==> config.mk <==
export PLATFORM = sky130hd
export DESIGN_NAME = data_mem_mp
export DESIGN_NICKNAME = d
export VERILOG_FILES = /design/src/rtl/data_mem_pkg.sv /design/src/rtl/data_mem_rd_port.sv /design/src/rtl/data_mem_mp.sv
export SDC_FILE = /design/constraint.sdc
export NUM_CORES = 1
export LEC_CHECK = 0
export CAP_MARGIN = 20
export CORE_UTILIZATION = 50
export DETAILED_ROUTE_END_ITERATION = 8
export PLACE_DENSITY = 0.71
export SETUP_SLACK_MARGIN = 0.3
export SLEW_MARGIN = 20
export SYNTH_ARGS = -nofsm -noshare
export SYNTH_HDL_FRONTEND = slang
export SYNTH_SLANG_ARGS = --single-unit
==> constraint.sdc <==
create_clock -name clk -period 2.6 [get_ports clk]
set_input_delay 0.52 -clock clk [delete_from_list [all_inputs] [get_ports clk]]
set_output_delay 0.52 -clock clk [all_outputs]
set_load 0.02 [all_outputs]
==> src/rtl/data_mem_pkg.sv <==
// Shared types and helpers for the multi-port data memory: FSM state encoding,
// the default clear value and packed-bus slice arithmetic.
package data_mem_pkg;

    typedef enum logic {
        CLEAR = 1'b0,
        READY = 1'b1
    } mem_state_e;

    localparam int DEFAULT_CLEAR_VAL = 0;

    // Low bit index of slice idx in a bus made of equal width-bit fields.
    function automatic int slice_lo(input int idx, input int width);
        return idx * width;
    endfunction

endpackage

==> src/rtl/data_mem_rd_port.sv <==
// One registered read port: range check, write-first bypass, and the output
// data/valid registers. The data register holds when the port is not reading.
module data_mem_rd_port #(
    parameter int DATA_W = 8,
    parameter int ADDR_W = 6,
    parameter int DEPTH  = 64
) (
    input  logic              clk,
    input  logic              rst,
    input  logic              i_rd_go,
    input  logic [ADDR_W-1:0] i_rd_addr,
    input  logic [DATA_W-1:0] i_mem_word,
    input  logic              i_wr_go,
    input  logic [ADDR_W-1:0] i_wr_addr,
    input  logic [DATA_W-1:0] i_wr_data,
    output logic [DATA_W-1:0] o_rd_data,
    output logic              o_rd_valid
);

    localparam logic [ADDR_W:0] DEPTH_L = (ADDR_W + 1)'(DEPTH);

    logic              w_in_range;
    logic              w_hit;
    logic [DATA_W-1:0] w_word;
    logic [DATA_W-1:0] r_rd_data;
    logic              r_rd_valid;

    assign w_in_range = ({1'b0, i_rd_addr} < DEPTH_L);
    assign w_hit      = i_wr_go && (i_wr_addr == i_rd_addr);

    always_comb begin
        w_word = '0;
        if (w_in_range) begin
            w_word = w_hit ? i_wr_data : i_mem_word;
        end
    end

    always_ff @(posedge clk or negedge rst) begin
        if (!rst) begin
            r_rd_data  <= '0;
            r_rd_valid <= 1'b0;
        end else begin
            r_rd_valid <= i_rd_go;
            if (i_rd_go) begin
                r_rd_data <= w_word;
            end
        end
    end

    assign o_rd_data  = r_rd_data;
    assign o_rd_valid = r_rd_valid;

endmodule

==> src/rtl/data_mem_mp.sv <==
// Multi-port data memory: one write port, N_RD registered read ports, and a
// sequencer that walks the array writing CLEAR_VAL after reset or on request.
module data_mem_mp
    import data_mem_pkg::*;
#(
    parameter int              DATA_W    = 8,
    parameter int              ADDR_W    = 6,
    parameter int              DEPTH     = 64,
    parameter int              N_RD      = 2,
    parameter logic [DATA_W-1:0] CLEAR_VAL = DATA_W'(DEFAULT_CLEAR_VAL)
) (
    input  logic                     clk,
    input  logic                     rst,
    input  logic                     enable,
    input  logic                     clear,
    input  logic                     wr_en,
    input  logic [ADDR_W-1:0]        wr_addr,
    input  logic [DATA_W-1:0]        wr_data,
    input  logic [N_RD-1:0]          rd_en,
    input  logic [N_RD*ADDR_W-1:0]   rd_addr,
    output logic [N_RD*DATA_W-1:0]   rd_data,
    output logic [N_RD-1:0]          rd_valid,
    output logic                     busy
);

    localparam logic [ADDR_W-1:0] LAST_ADDR = ADDR_W'(DEPTH - 1);
    localparam logic [ADDR_W:0]   DEPTH_L   = (ADDR_W + 1)'(DEPTH);

    mem_state_e        r_state;
    mem_state_e        w_state_next;
    logic [ADDR_W-1:0] r_ptr;
    logic [ADDR_W-1:0] w_ptr_next;
    logic              w_accept;
    logic              w_wr_go;
    logic [DATA_W-1:0] r_mem [DEPTH];

    always_ff @(posedge clk or negedge rst) begin
        if (!rst) begin
            r_state <= CLEAR;
            r_ptr   <= '0;
        end else begin
            r_state <= w_state_next;
            r_ptr   <= w_ptr_next;
        end
    end

    always_comb begin
        w_state_next = r_state;
        w_ptr_next   = r_ptr;
        case (r_state)
            CLEAR: begin
                w_ptr_next = r_ptr + 1'b1;
                if (r_ptr == LAST_ADDR) begin
                    w_state_next = READY;
                    w_ptr_next   = '0;
                end
            end
            READY: begin
                if (clear) begin
                    w_state_next = CLEAR;
                    w_ptr_next   = '0;
                end
            end
            default: begin
                w_state_next = CLEAR;
                w_ptr_next   = '0;
            end
        endcase
    end

    // A clear request wins over any access presented in the same cycle.
    assign w_accept = (r_state == READY) && enable && !clear;
    assign w_wr_go  = w_accept && wr_en && ({1'b0, wr_addr} < DEPTH_L);
    assign busy     = (r_state == CLEAR);

    // Array has no reset; contents survive rst and are rewritten by the sequencer.
    always_ff @(posedge clk) begin
        if (rst && (r_state == CLEAR)) begin
            r_mem[r_ptr] <= CLEAR_VAL;
        end else if (w_wr_go) begin
            r_mem[wr_addr] <= wr_data;
        end
    end

    genvar gi;
    generate
        for (gi = 0; gi < N_RD; gi++) begin : g_rd
            logic [ADDR_W-1:0] w_addr;
            logic [DATA_W-1:0] w_word;

            assign w_addr = rd_addr[slice_lo(gi, ADDR_W) +: ADDR_W];
            assign w_word = r_mem[w_addr];

            data_mem_rd_port #(
                .DATA_W (DATA_W),
                .ADDR_W (ADDR_W),
                .DEPTH  (DEPTH)
            ) u_rd_port (
                .clk        (clk),
                .rst        (rst),
                .i_rd_go    (w_accept && rd_en[gi]),
                .i_rd_addr  (w_addr),
                .i_mem_word (w_word),
                .i_wr_go    (w_wr_go),
                .i_wr_addr  (wr_addr),
                .i_wr_data  (wr_data),
                .o_rd_data  (rd_data[slice_lo(gi, DATA_W) +: DATA_W]),
                .o_rd_valid (rd_valid[gi])
            );
        end
    endgenerate

endmodule
==> metrics, run 1 <==
dpl cells 2,435; worst hold slack 0.263 ns; Syn-to-layout area delta 22.8%; number of synthesized flops with an enable pin 512; CTS clk-pin slew, worst paths 0.07 ns; via count 16,900; total power 0.0218 W; run status finished, final reports clean; H-Tree Depth 2; Setup CP Type in -> reg; Avg Cell Area, Syn 17.3 um^2; placed inst area 0.0298 mm^2; Worst setup EP type register; antenna-violating nets left 0; Max transition margin 0.662; routability cong. 1.02; first-pass GRT wire length 115,000 um; Finish-stage setup viols 0; Worst Hold Class in -> reg; Nets 1,855; largest net degree at the start of global routing 41; Setup Skew 0.0201 ns; critical-path cell list clkdlybuf4s50_1, buf_12, nor2b_1, buf_4, a22oi_1, a31oi_1, o21ai_0, a21oi_1, a221oi_1; fraction of registers with async set/reset 0.0466; synth warn 0; worst stage delay on the critical path 0.51 ns; die width 229 um; Initial Util 0.511; Yosys cell types 61; data required time of the worst path 3.08 ns; ratio of cells with drive above 1 in the final layout 0.372; CTS buffer count 55; max-slew violations 0; GRT Util Overall 0.305; fin cells 2,534; startpoint class of the critical path input port; Critical Path AT 2.86 ns; Post-synth top flop edfxtp_1; initial antenna violation count 0; Peak supply drop 0.000798 V; leakage 10.9 nW; fin area 0.0317 mm^2; vias in the first global route 16,700; fmax 420 MHz; total clock sinks 537; Longest Clk Path Bufs 3; Setup TNS Final 0 ns; core area 0.0506 mm^2; Final Hold Viols 0; io pins 52; CP Max Fanout 6; final WL 78,800 um; Synth Register Bits 537; Die ar. 0.0526 mm^2; Clock Latency Late Sink 0.62 ns; cells after synthesis 1,492; Residual DRC 0; Initial DRC Count 2,337; root buffer cell clkbuf_16; diodes inserted 0; post-DP HPWL 56,600 um; CP max-delay cell clkdlybuf4s50_1; routed len/inst 31.1 um; min cycle time layout 2.38 ns; die height 229 um; register area share after synthesis 0.620; CTS tree yes; DR pass1 iterations 6; Mapped Area 0.0258 mm^2; maxcap violations 0; period utilization 0.916; Worst-Margin Slew 0.506 ns; Mapped Nets 1,526; RSZ-0062 raised after global routing true; vias per cell 6.66; Cell Rows 82; Port Buffer Count 51; grt total ovfl 0; P per Cell Area 688 mW/mm^2
[metrics by stage]
step	util	setup slack (ns)
after CTS	0.623	0.307
after floorplan	-	0.189
after detailed placement	0.589	-0.594
final	0.627	0.219
after global placement	0.589	-0.505
after global routing	0.627	0.286
[repair_timing]
action | in CTS | in global routing
buffers inserted | 0 | 1
hold buffers | 0 | 0
setup endpoints to repair | 465 | 470
gates resized for setup | 10 | 45
pin swaps | 0 | 3
[placed cells by master (no fill, tap or decap), types with 4 or more instances in the layout]
| cell type | instances |
|---|---|
| o21ai_1 | 8 |
| mux4_2 | 221 |
| a21oi_1 | 26 |
| clkdlybuf4s50_1 | 41 |
| buf_6 | 12 |
| dfrtp_1 | 25 |
| nor2_1 | 73 |
| xor2_1 | 5 |
| a221o_1 | 6 |
| mux2i_1 | 104 |
| xnor2_1 | 4 |
| edfxtp_1 | 512 |
| clkbuf_1 | 9 |
| nand2b_1 | 4 |
| nand2_1 | 121 |
| nor2b_1 | 8 |
| buf_12 | 58 |
| clkinv_1 | 18 |
| buf_4 | 262 |
| nand3_1 | 33 |
| clkinvlp_4 | 10 |
| a31oi_1 | 29 |
| nor2_2 | 15 |
| a221oi_1 | 15 |
| and2_1 | 5 |
| o2111ai_1 | 7 |
| clkbuf_16 | 57 |
| dlymetal6s2s_1 | 4 |
| o22ai_1 | 11 |
| mux2_2 | 14 |
| o21ai_0 | 20 |
| mux4_1 | 12 |
| a22oi_1 | 20 |
| a221oi_2 | 6 |
| o2bb2ai_1 | 9 |
| bufinv_16 | 5 |
| clkinv_2 | 8 |
| inv_1 | 9 |
[cell families after synthesis]
kind of cell | Yosys count | share of synthesized area
buf+inv | 130 | 0.0281
xor+xnor | 9 | 0.00305
simple gates | 279 | 0.0465
compound gates | 182 | 0.0494
mux | 354 | 0.253
fa+ha+maj | 1 | 0.000484
flops | 537 | 0.620
[power breakdown]
group	leakage [nW]	switching [W]	internal, W	total (W)
Clock	0.844	0.00324	0.00446	0.00770
Sequential	4.96	0.000441	0.00980	0.0102
Combinational	5.14	0.00212	0.00174	0.00386
Total	10.9	0.00580	0.0160	0.0218
[per-layer routing]
layer	vias up	part of all wire	global-route usage
met5	-	0	0
met4	0	0.043	0.127
met3	175	0.099	0.0538
met2	1134	0.46	0.467
met1	8706	0.40	0.433
li1	6858	-	-
[worst max-delay path: cells and delay by family]
family,cells,cell delay [ns]
AO/OA/AOI/OAI,5,0.99
buffers and inverters,3,0.91
AND/OR/NAND/NOR,1,0.44
[final cells by class]
| cell class | count | area, um^2 |
|---|---|---|
| fillers | 3531 | 18900 |
| flip-flops and latches | 537 | 16000 |
| multi-input cells | 825 | 9250 |
| repair buffers | 381 | 3770 |
| clock buffers | 66 | 1460 |
| well taps | 672 | 841 |
| clock inverters | 32 | 274 |
| inverters | 21 | 109 |
[registers in the layout, indices dropped and copies added (netlist names)]
name	count
g_rd.u_rd_port.o_rd_data	16
g_rd.u_rd_port.o_rd_valid	2
r_mem	512
r_ptr	6
r_state	1
[worst paths after layout]
| check | startpoint | end | slack (ns) | cells after the start |
|---|---|---|---|---|
| min in group asynchronous | rst | g_rd[0].u_rd_port.o_rd_valid | 0.35 | 2 |
| min | clear | r_ptr[1] | 0.26 | 3 |
| max in group asynchronous | rst | g_rd[0].u_rd_port.o_rd_data[2] | 1.94 | 2 |
| max reg2reg | r_state | r_mem[33][7] | 0.35 | 9 |
| max | rd_addr[8] | g_rd[1].u_rd_port.o_rd_data[3] | 0.22 | 9 |
| min reg2reg | r_state | r_ptr[4] | 0.62 | 2 |
[cells in the mapped netlist (all sizes together), types with 2 or more instances]
cell type | n | share of area
a2111oi | 2 | 0.0012
a21oi | 26 | 0.0050
a221o | 6 | 0.0023
a221oi | 21 | 0.0074
a22oi | 20 | 0.0058
a31oi | 29 | 0.0070
and2 | 5 | 0.0012
buf | 68 | 0.019
clkbuf | 41 | 0.0060
clkinv | 2 | 0.00029
dfrtp | 25 | 0.024
edfxtp | 512 | 0.60
inv | 19 | 0.0028
mux2 | 14 | 0.0061
mux2i | 107 | 0.042
mux4 | 233 | 0.20
nand2 | 121 | 0.018
nand2b | 4 | 0.00097
nand3 | 33 | 0.0064
nand4 | 2 | 0.00048
nor2 | 90 | 0.013
nor2b | 8 | 0.0019
nor3 | 4 | 0.00078
nor4 | 4 | 0.0018
o2111ai | 7 | 0.0024
o211ai | 3 | 0.00087
o21a | 3 | 0.00087
o21ai | 30 | 0.0058
o221ai | 2 | 0.00068
o22ai | 12 | 0.0029
o2bb2ai | 9 | 0.0031
o31ai | 4 | 0.0012
o32ai | 2 | 0.00097
or3 | 3 | 0.00073
xnor2 | 4 | 0.0014
xor2 | 5 | 0.0017
No activity file was read; power rests on OpenSTA's default activity.
==> run 2: changes to the inputs <==
--- a/config.mk
+++ b/config.mk
@@ -8,6 +8,7 @@
 export CAP_MARGIN = 20
 export CORE_UTILIZATION = 50
 export DETAILED_ROUTE_END_ITERATION = 8
+export GPL_TIMING_DRIVEN = 0
 export PLACE_DENSITY = 0.71
 export SETUP_SLACK_MARGIN = 0.3
 export SLEW_MARGIN = 20
==> metrics, run 2 (synthesized netlist as in run 1, its figures left out) <==
run status finished, final reports clean; r2r setup slk 0.26 ns (-0.09 ns); total clock sinks 537 (unchanged); Worst R2R Path Depth 10 (+1); CTS tree yes; die width 229 um (unchanged); period utilization 0.989 (+0.0737); Fillers 3,373 (-4.5%); Setup CP Type in -> reg; FF/Latch Area 0.0160 mm^2 (about the same); most flop-heavy register r_mem; Setup Skew 0.0324 ns (+0.0123 ns); WHS Path Cells 2 (-1); Cell Rows 82 (unchanged); Critical Path AT 3.07 ns (+0.21 ns); Initial Util 0.511 (unchanged); Worst-Margin Slew 1.04 ns (+0.537 ns); Nets 1,787 (-3.7%); root buffer cell clkbuf_16; Setup WS post-layout 0.0276 ns (-0.192 ns); max-slew violations 0 (unchanged); RR Startpoint r_state; CTS buffer count 56 (+1.8%); fmax 389 MHz (-7.5%); Max transition margin 0.305 (-0.357); die height 229 um (unchanged); min cycle time layout 2.57 ns (+0.192 ns); pre-CTS setup slack -1.54 ns (-0.948 ns); met1 GRT Util 0.475 (+0.0412); M2 GR Usage 0.510 (+0.0431); commonest cells after routing, fill and taps aside edfxtp_1, mux4_2, mux2i_1, nand2_1, buf_4; Clock Latency Late Sink 0.63 ns (about the same); DR pass1 iterations 8 (+2); Syn-to-layout area delta 25.2%; GRT Util Overall 0.362 (+0.0575); CTS clk-pin slew, worst paths 0.06 ns (about the same); data required time of the worst path 3.10 ns (+0.02 ns); P per Cell Area 725 mW/mm^2 (+5.5%); most crowded layer after global routing met2; max reg flops 512 (unchanged); routability cong. 1.00 (-1.4%); Longest Clk Path Bufs 3 (unchanged); Global Route met3 Usage 0.132 (+0.0787); leading cell type in the layout, fill and taps excluded edfxtp_1; largest net degree at the start of global routing 33 (-20%); maxcap violations 0 (unchanged); Residual DRC 0 (unchanged); worst r2r dst g_rd[1].u_rd_port.o_rd_data[3]; worst hold slack 0.183 ns (-0.0803 ns); Worst Hold Class in -> reg; Worst Hold Endpoint r_ptr[1]; via count 18,000 (+6.9%); post-DP HPWL 58,700 um (+3.7%); startpoint class of the critical path input port; Multi-input gate area 0.0101 mm^2 (+9.5%); Worst setup EP type register; Finish-stage setup viols 0 (unchanged); placed inst area 0.0272 mm^2 (-8.7%); core area 0.0506 mm^2 (unchanged); CP Max Fanout 8 (+2); vias in the first global route 17,600 (+5.2%); RSZ-0062 raised after global routing true; ratio of cells with drive above 1 in the final layout 0.406 (+0.0341); vias per cell 7.29 (+9.4%); leakage 10.8 nW (-1.4%); io pins 52 (unchanged); grt total ovfl 0 (unchanged); startpoint of the worst hold path clear; fin area 0.0323 mm^2 (+2.0%); Port Buffer Count 43 (-16%); post-layout util 0.639 (+0.0127); Final Hold Viols 0 (unchanged); final WL 96,000 um (+22%); routed len/inst 38.8 um (+25%); initial antenna violation count 5 (+5); Setup TNS Final 0 ns (unchanged); Peak supply drop 0.000531 V (-34%); antenna-violating nets left 0 (unchanged); Initial DRC Count 3,383 (+45%); Die ar. 0.0526 mm^2 (unchanged); first-pass GRT wire length 131,000 um (+15%); H-Tree Depth 2 (unchanged)
[run 2: cell types whose count changed in the layout (fill, tap and decap cells not counted), sizes merged, moves of 2 or more]
cell,change
dlymetal6s2s,+4
clkdlybuf4s50,-8
inv,+2
clkdlybuf4s15,+2
clkinv,-10
bufinv,+4
buf,-136
clkinvlp,+20
diode,+4
clkbuf,+59
[run 2: cell type report]
class	count	share of cell area
clock buffer	77	0.0473
clock inverter	27	0.0113
tap	672	0.0260
sequential	537	0.495
timing repair buffer	182	0.0717
timing repair inverter	21	0.00487
multi-input combinational	825	0.313
buffer	109	0.0272
antenna	4	0.000309
inverter	21	0.00340
[run 2: stage by stage]
| step | std cells | power (W) |
|---|---|---|
| after floorplan | 1492 | 0.0121 |
| after global placement | 2207 | 0.0135 |
| after detailed placement | 2209 | 0.0136 |
| after CTS | 2429 | 0.0227 |
| after global routing | 2472 | 0.0238 |
| final | 2475 | 0.0235 |
[run 2: power by group]
part / leakage, nW / total [W] / switching (W) / internal (W)
logic: 4.91 / 0.00487 / 0.00300 / 0.00187
registers: 4.96 / 0.0101 / 0.000338 / 0.00980
clock network: 0.927 / 0.00845 / 0.00345 / 0.00500
[run 2: worst max path at each step]
stage / slack (ns) / cells past startpoint / end / startpoint
floorplan: 0.19 / 8 / r_mem[51][0] / clear
global placement: -2.04 / 5 / r_mem[35][1] / rst
detailed placement: -1.54 / 9 / g_rd[1].u_rd_port.o_rd_data[1] / rd_addr[8]
CTS: 0.12 / 9 / g_rd[0].u_rd_port.o_rd_data[7] / clear
finish: 0.03 / 8 / g_rd[1].u_rd_port.o_rd_data[1] / rd_addr[8]
global route: 0.04 / 8 / g_rd[1].u_rd_port.o_rd_data[1] / rd_addr[8]
[run 2: critical path, cell delays in order]
cell	delay (ns)
dlygate4sd2_1	0.44
and2_1	0.19
clkbuf_1	0.54
nand2_1	0.18
a31oi_2	0.48
o21ai_0	0.28
a41oi_1	0.35
a221oi_2	0.09
[run 2: per-layer routing]
layer	wire length (um)	vias to the layer above
met2	40400	1842
met3	15200	466
met5	40	-
li1	-	6740
met4	8260	6
met1	32100	8977
[run 2: what timing repair did]
item                                   in CTS  in global routing
gates resized for setup                   276                121
setup endpoints to repair                1043                982
pin swaps                                  57                 33
hold buffers                                2                  0
endpoints found under the hold margin      25                  0
cloned                                     22                  2
buffers inserted                           92                 39
==> run 3: changes to the inputs <==
--- a/config.mk
+++ b/config.mk
@@ -10,6 +10,7 @@
 export DETAILED_ROUTE_END_ITERATION = 8
 export GPL_TIMING_DRIVEN = 0
 export PLACE_DENSITY = 0.71
+export REMOVE_ABC_BUFFERS = 1
 export SETUP_SLACK_MARGIN = 0.3
 export SLEW_MARGIN = 20
 export SYNTH_ARGS = -nofsm -noshare
==> metrics, run 3 (synthesized netlist as in run 1, its figures left out) <==
first-pass GRT wire length 115,000 um (-13%); Clock Latency Late Sink 0.62 ns (about the same); min cycle time layout 2.33 ns (-0.238 ns); final WL 81,900 um (-15%); core area 0.0506 mm^2 (unchanged); Worst R2R Path Depth 5 (-5); Comb power frac 0.195 (-0.012); total power 0.0217 W (-7.4%); initial antenna violation count 3 (-2); Syn-to-layout area delta 20.1%; leading cell type in the layout, fill and taps excluded edfxtp_1; routed len/inst 35.1 um (-9.6%); Die ar. 0.0526 mm^2 (unchanged); Residual DRC 0 (unchanged); fin area 0.0310 mm^2 (-4.1%); Worst setup EP type register; CP dominant cell by count buf_16; period utilization 0.898 (-0.0914); largest net degree at the start of global routing 81 (+150%); Initial DRC Count 2,578 (-24%); Worst Hold Class in -> async; Finish-stage setup viols 0 (unchanged); RSZ-0062 raised after global routing true; Setup CP Type in -> reg; Setup WS post-layout 0.265 ns (+0.238 ns); CP max-delay cell mux4_2; run status finished, final reports clean; H-Tree Depth 2 (unchanged); max reg flops 512 (unchanged); DR WL met2 36,500 um (-9.5%); CTS clk-pin slew, worst paths 0.06 ns (about the same); Longest Clk Path Bufs 3 (unchanged); commonest cells after routing, fill and taps aside edfxtp_1, mux4_2, nand2_1, mux2i_1, nor2_4; Nets 1,655 (-7.4%); Peak supply drop 0.000592 V (+11%); Initial Util 0.511 (unchanged); grt total ovfl 0 (unchanged); CTS tree yes; P per Cell Area 700 mW/mm^2 (-3.4%); Critical Path AT 2.82 ns (-0.25 ns); io pins 52 (unchanged); vias in the first global route 16,300 (-7.1%); post-DP HPWL 47,700 um (-19%); ratio of cells with drive above 1 in the final layout 0.345 (-0.0610); CP Max Fanout 44 (+36); r2r setup slk 0.27 ns (about the same); most flop-heavy register r_mem; max-slew violations 0 (unchanged); Met3 Wirelength 11,100 um (-27%); Critical Path Stages 7 (-1); Setup TNS Final 0 ns (unchanged); critical-path cell list buf_16, buf_16, mux4_2, mux2i_1, o21ai_1, nand3_1, a31oi_1; Crit. Startpoint rd_addr[0]; DR pass1 iterations 7 (-1); Cell Rows 82 (unchanged); worst stage delay on the critical path 0.56 ns (+0.02 ns); placed inst area 0.0270 mm^2 (-0.73%); via count 16,700 (-7.1%); net switching power figure 0.00630 W (-7.3%); Setup Skew 0.0182 ns (-0.0142 ns); vias per cell 7.17 (-1.6%); data required time of the worst path 3.09 ns (about the same); Final Hold Viols 0 (unchanged); CP bufs+invs 2 (unchanged); fmax 428 MHz (+10%); pre-CTS setup slack -1.60 ns (-0.0620 ns); Reg power frac 0.473 (+0.041); GRT Util Overall 0.308 (-0.0536); Port Buffer Count 51 (+19%); Pint 0.0154 W (-7.4%); Net Sw Frac 0.290 (+0.000398); startpoint class of the critical path input port; antenna-violating nets left 0 (unchanged); leakage 10.2 nW (-5.3%); root buffer cell clkbuf_16; routed length on met1 29,500 um (-8.1%); CTS buffer count 54 (-3.6%); RR Startpoint r_state; Clock Power Share 0.331 (-0.029); worst r2r dst r_mem[38][2]; Max transition margin 0.294 (-0.0114); Worst-Margin Slew 1.06 ns (+0.0138 ns); die width 229 um (unchanged); routability cong. 0.944 (-6.0%); total clock sinks 537 (unchanged); Top Layer Used met5; CP delay by family, top multiplexers; maxcap violations 0 (unchanged); die height 229 um (unchanged)
==> run 3: cell count changes in the layout (fill, tap and decap cells not counted), sizes merged, moves of 4 or more <==
cell / change
clkbuf: -46
clkinvlp: -28
bufinv: -9
buf: -68
dlygate4sd2: +4
inv: +7
bufbuf: +6
==> run 3: power groups by stage <==
stage | Sequential (W) | Combinational, W | Clock (W)
finish | 0.0103 | 0.00424 | 0.00720
global route | 0.0103 | 0.00434 | 0.00754
global placement | 0.0104 | 0.00329 | 0
detailed placement | 0.0104 | 0.00301 | 0
floorplan | 0.0103 | 0.00153 | 0
CTS | 0.0102 | 0.00383 | 0.00722
==> run 3: worst min-delay path: cells and delay by family <==
family	cells	cell delay [ns]
buffers and inverters	3	0.92
==> run 3: worst max path at each step <==
stage                                           endpoint  slack [ns]
after CTS                 g_rd[1].u_rd_port.o_rd_data[3]        0.30
after detailed placement  g_rd[1].u_rd_port.o_rd_data[3]       -1.60
after global routing      g_rd[1].u_rd_port.o_rd_data[2]        0.24
after floorplan           g_rd[1].u_rd_port.o_rd_data[1]       -0.19
after global placement    g_rd[1].u_rd_port.o_rd_data[4]       -9.54
final                     g_rd[0].u_rd_port.o_rd_data[1]        0.27
==> run 3: per-stage QoR <==
step | util | hold WS (ns) | instances
2_1_floorplan | - | 0.224 | 1383
3_3_place_gp | 0.525 | 0.624 | 2106
3_5_place_dp | 0.533 | 0.573 | 2125
4_1_cts | 0.605 | 0.426 | 2315
5_1_grt | 0.613 | 0.471 | 2334
6_report | 0.613 | 0.472 | 2335
==> run 3: metal layers <==
metal	vias to the layer above	GRT usage
met5	-	0
met4	2	0.141
met3	282	0.111
met2	1326	0.454
met1	8662	0.411
li1	6473	-
==> run 3: layout make-up <==
cell class | instances | area [um^2]
fillers | 3429 | 19600
flip-flops and latches | 537 | 16000
multi-input cells | 827 | 9930
repair buffers | 179 | 2560
clock buffers | 78 | 1490
well taps | 672 | 841
inverters | 21 | 97.6
clock inverters | 19 | 81.3
repair inverters | 1 | 8.76
diodes | 1 | 2.50
==> run 3: timing repair <==
item / 4_1_cts / 5_1_grt
gates cloned: 8 / 2
pin swaps: 56 / 18
buffers inserted: 83 / 17
hold buffers: 2 / 0
endpoints found under the hold margin: 25 / 0
resized for setup: 206 / 41
setup endpoints to repair: 858 / 416
==> patch (settings of run 2) <==
`DATA_W` is set to 8 in 2 places; all go to 10.
--- a/src/rtl/data_mem_rd_port.sv
+++ b/src/rtl/data_mem_rd_port.sv
@@ -2,5 +2,5 @@
 // data/valid registers. The data register holds when the port is not reading.
 module data_mem_rd_port #(
-    parameter int DATA_W = 8,
+    parameter int DATA_W = 10,
     parameter int ADDR_W = 6,
     parameter int DEPTH  = 64
--- a/src/rtl/data_mem_mp.sv
+++ b/src/rtl/data_mem_mp.sv
@@ -4,5 +4,5 @@
     import data_mem_pkg::*;
 #(
-    parameter int              DATA_W    = 8,
+    parameter int              DATA_W    = 10,
     parameter int              ADDR_W    = 6,
     parameter int              DEPTH     = 64,
Interface: changed (resized rd_data and wr_data); port bits go from 52 to 58. No check against the original RTL was run, so the function may have changed too.
==> patch against run 2 <==
  * Combinational power up 13%
  * Worst setup slack improved by 0.014 ns
  * Synthesized cell count grew 19%
  * Sequential cell count up 132
  * Routed wire length increased by 24%
  * First-iteration DRC count grew 12%
  * Global-route usage increased by 1.1 points
  * Area after synthesis increased by 23%
  * Core utilization rose by 0.93 points
  * Sequential share of layout area is essentially flat
  * Highest routed layer unchanged
  * Power up 19%
  * Critical endpoint is now g_rd[0].u_rd_port.o_rd_data[8]$_DFFE_PN0P_
  * Cell area is 25% higher
==> patch: results (changes against run 2) <==
- Synth top cells by count: 640 x edfxtp_1, 291 x mux4_2, 114 x mux2i_1 (was 512 x edfxtp_1, 221 x mux4_2, 121 x nand2_1)
- Fillers: 4095 (was 3373)
- Total GRT Usage: 37.3% (was 36.2%)
- Via-to-Cell Ratio: 7.41 (was 7.29)
- Met2 GRT Util: 53.4% (was 51.0%)
- Crit path max fanout: 10 (was 8)
- First-pass DRT Iterations: 6 (was 8)
- Initial antenna violation count: 6 (was 5)
- Vias in the first global route: 21200 (was 17600)
- FFs w/ async S/R, synth: 4.33% (was 4.66%)
- Netlist cell types: 63 (was 61)
- GP Congestion: 1.13 (was 1.00)
- Max reg flops: 640 (was 512)
- Layout cells sized above 1: 44.4% (was 40.6%)
- Met3 GRT Util: 12.8% (was 13.2%)
- Post-DP HPWL: 76100 um (was 58700 um)
- Net Count, Synth: 1806 (was 1526)
- Lkg Pwr: 13.9 nW (was 10.8 nW)
- H-tree levels: 3 (was 2)
- Worst Setup SP: rd_addr[1] (was rd_addr[8])
- Pin count of the biggest net entering global routing: 65 (was 33)
- 1st-iter DRT viols: 3780 (was 3383)
- Hold Crit Start: clear (unchanged)
- Status: finished, final reports clean (unchanged)
- Peak supply drop: 0.000485 V (was 0.000531 V)
- Met1 GRT Util: 49.1% (was 47.5%)
- Wirelength per Cell: 40.2 um (was 38.8 um)
- Sequential area share after synthesis: 63.0% (was 62.0%)
- Max Root-Sink Buffers: 3 (unchanged)
- Final nets: 2110 (was 1787)
- Max Clock Skew: 0.0383 ns (was 0.0324 ns)
- Met2 WL: 51400 um (was 40400 um)
- Metal-1 WL: 40500 um (was 32100 um)
- # resized after CTS: 403 (was 276)
- CTS Buf Count: 72 (was 56)
- IO buf count: 50 (was 43)
- Skew-Pair Late Insertion Delay: 0.64 ns
- Routed length on met3: 18200 um (was 15200 um)
- Slew headroom: 40.4% (was 30.5%)
- Post-synth EDFFs: 640 (was 512)
- Critical R2R Launch: r_state$_DFF_PN0_ (unchanged)
- Top cells by area, synth: edfxtp_1 61%, mux4_2 21%, mux2i_1 3.6%, dfrtp_1 2.3%, nor2_1 1.2% (was edfxtp_1 60%, mux4_2 19%, mux2i_1 4.1%, dfrtp_1 2.4%, nand2_1 1.8%)
- Dpl ws: -2.09 ns (was -1.54 ns)
- First-pass GRT wire length: 162000 um (was 131000 um)
- Post-CTS Setup Repair Bufs: 140 (was 92)
==> patch: cell types whose count changed after synthesis, sizes merged, moves of 14 or more <==
| cell | before | now |
|---|---|---|
| a31oi | 29 | 13 |
| nand2 | 121 | 89 |
| a22oi | 20 | 35 |
| o221ai | 2 | 16 |
| mux4 | 233 | 291 |
| clkbuf | 41 | 55 |
| edfxtp | 512 | 640 |
| nand3 | 33 | 18 |
==> patch: path summary, 6_finish.rpt <==
| path | slack [ns] | to | cells after the start |
|---|---|---|---|
| worst max-delay path | 0.04 | g_rd[0].u_rd_port.o_rd_data[8]$_DFFE_PN0P_ | 9 |
| worst min-delay path | 0.35 | r_ptr[1]$_DFFE_PN0P_ | 2 |
| worst max register to register | 0.12 | r_mem[57][5]$_DFFE_PP_ | 9 |
| worst min register to register | 0.59 | g_rd[0].u_rd_port.o_rd_data[6]$_DFFE_PN0P_ | 2 |
| max in group asynchronous | 1.94 | r_ptr[2]$_DFFE_PN0P_ | 3 |
| min in group asynchronous | 0.47 | g_rd[0].u_rd_port.o_rd_valid$_DFF_PN0_ | 3 |
==> patch: critical path, cell delays in order <==
cell	delay, ns
buf_2	0.24
buf_6	0.25
buf_6	0.25
buf_6	0.27
mux4_2	0.36
a221oi_2	0.43
nand2_1	0.26
a32oi_2	0.32
a211oi_1	0.12
==> patch: power by group <==
group / switching (W) / total, W / internal, W / leakage [nW]
registers: 0.000292 / 0.0124 / 0.0121 / 6.77
logic: 0.00323 / 0.00552 / 0.00229 / 6.04
clock network: 0.00438 / 0.0100 / 0.00563 / 1.09
==> patch: area by class of cell <==
type / instances / area, sq um / share of cell area (%)
timing repair buffer: 230 / 2970 / 7.36
clock inverter: 41 / 298 / 0.738
tap: 837 / 1050 / 2.60
buffer: 130 / 1490 / 3.70
multi-input combinational: 951 / 12500 / 31.0
antenna: 4 / 10.0 / 0.0248
sequential: 669 / 19900 / 49.5
clock buffer: 89 / 1950 / 4.83
inverter: 20 / 105 / 0.261
==> patch: through the flow <==
| stage | instances | util (%) | instance area [sq um] |
|---|---|---|---|
| after global placement | 2657 | 54.3 | 33800 |
| after CTS | 2937 | 63.8 | 39700 |
| after floorplan | 1770 | - | 32200 |
| after detailed placement | 2663 | 54.6 | 33900 |
| final | 2971 | 64.9 | 40300 |
| after global routing | 2967 | 64.9 | 40300 |
==> patch: cell families (layout without fill, tap and decap cells) <==
family | after synthesis | after routing | share of synthesized area (%)
adder cells (fa/ha/maj) | 1 | 1 | 0.0395
XOR/XNOR | 5 | 5 | 0.138
AND/OR/NAND/NOR | 288 | 289 | 4.14
flip-flops | 669 | 669 | 63.0
buffers and inverters | 151 | 510 | 2.34
AO/OA/AOI/OAI | 223 | 223 | 5.00
other | 0 | 4 | 0
multiplexers | 433 | 433 | 25.3
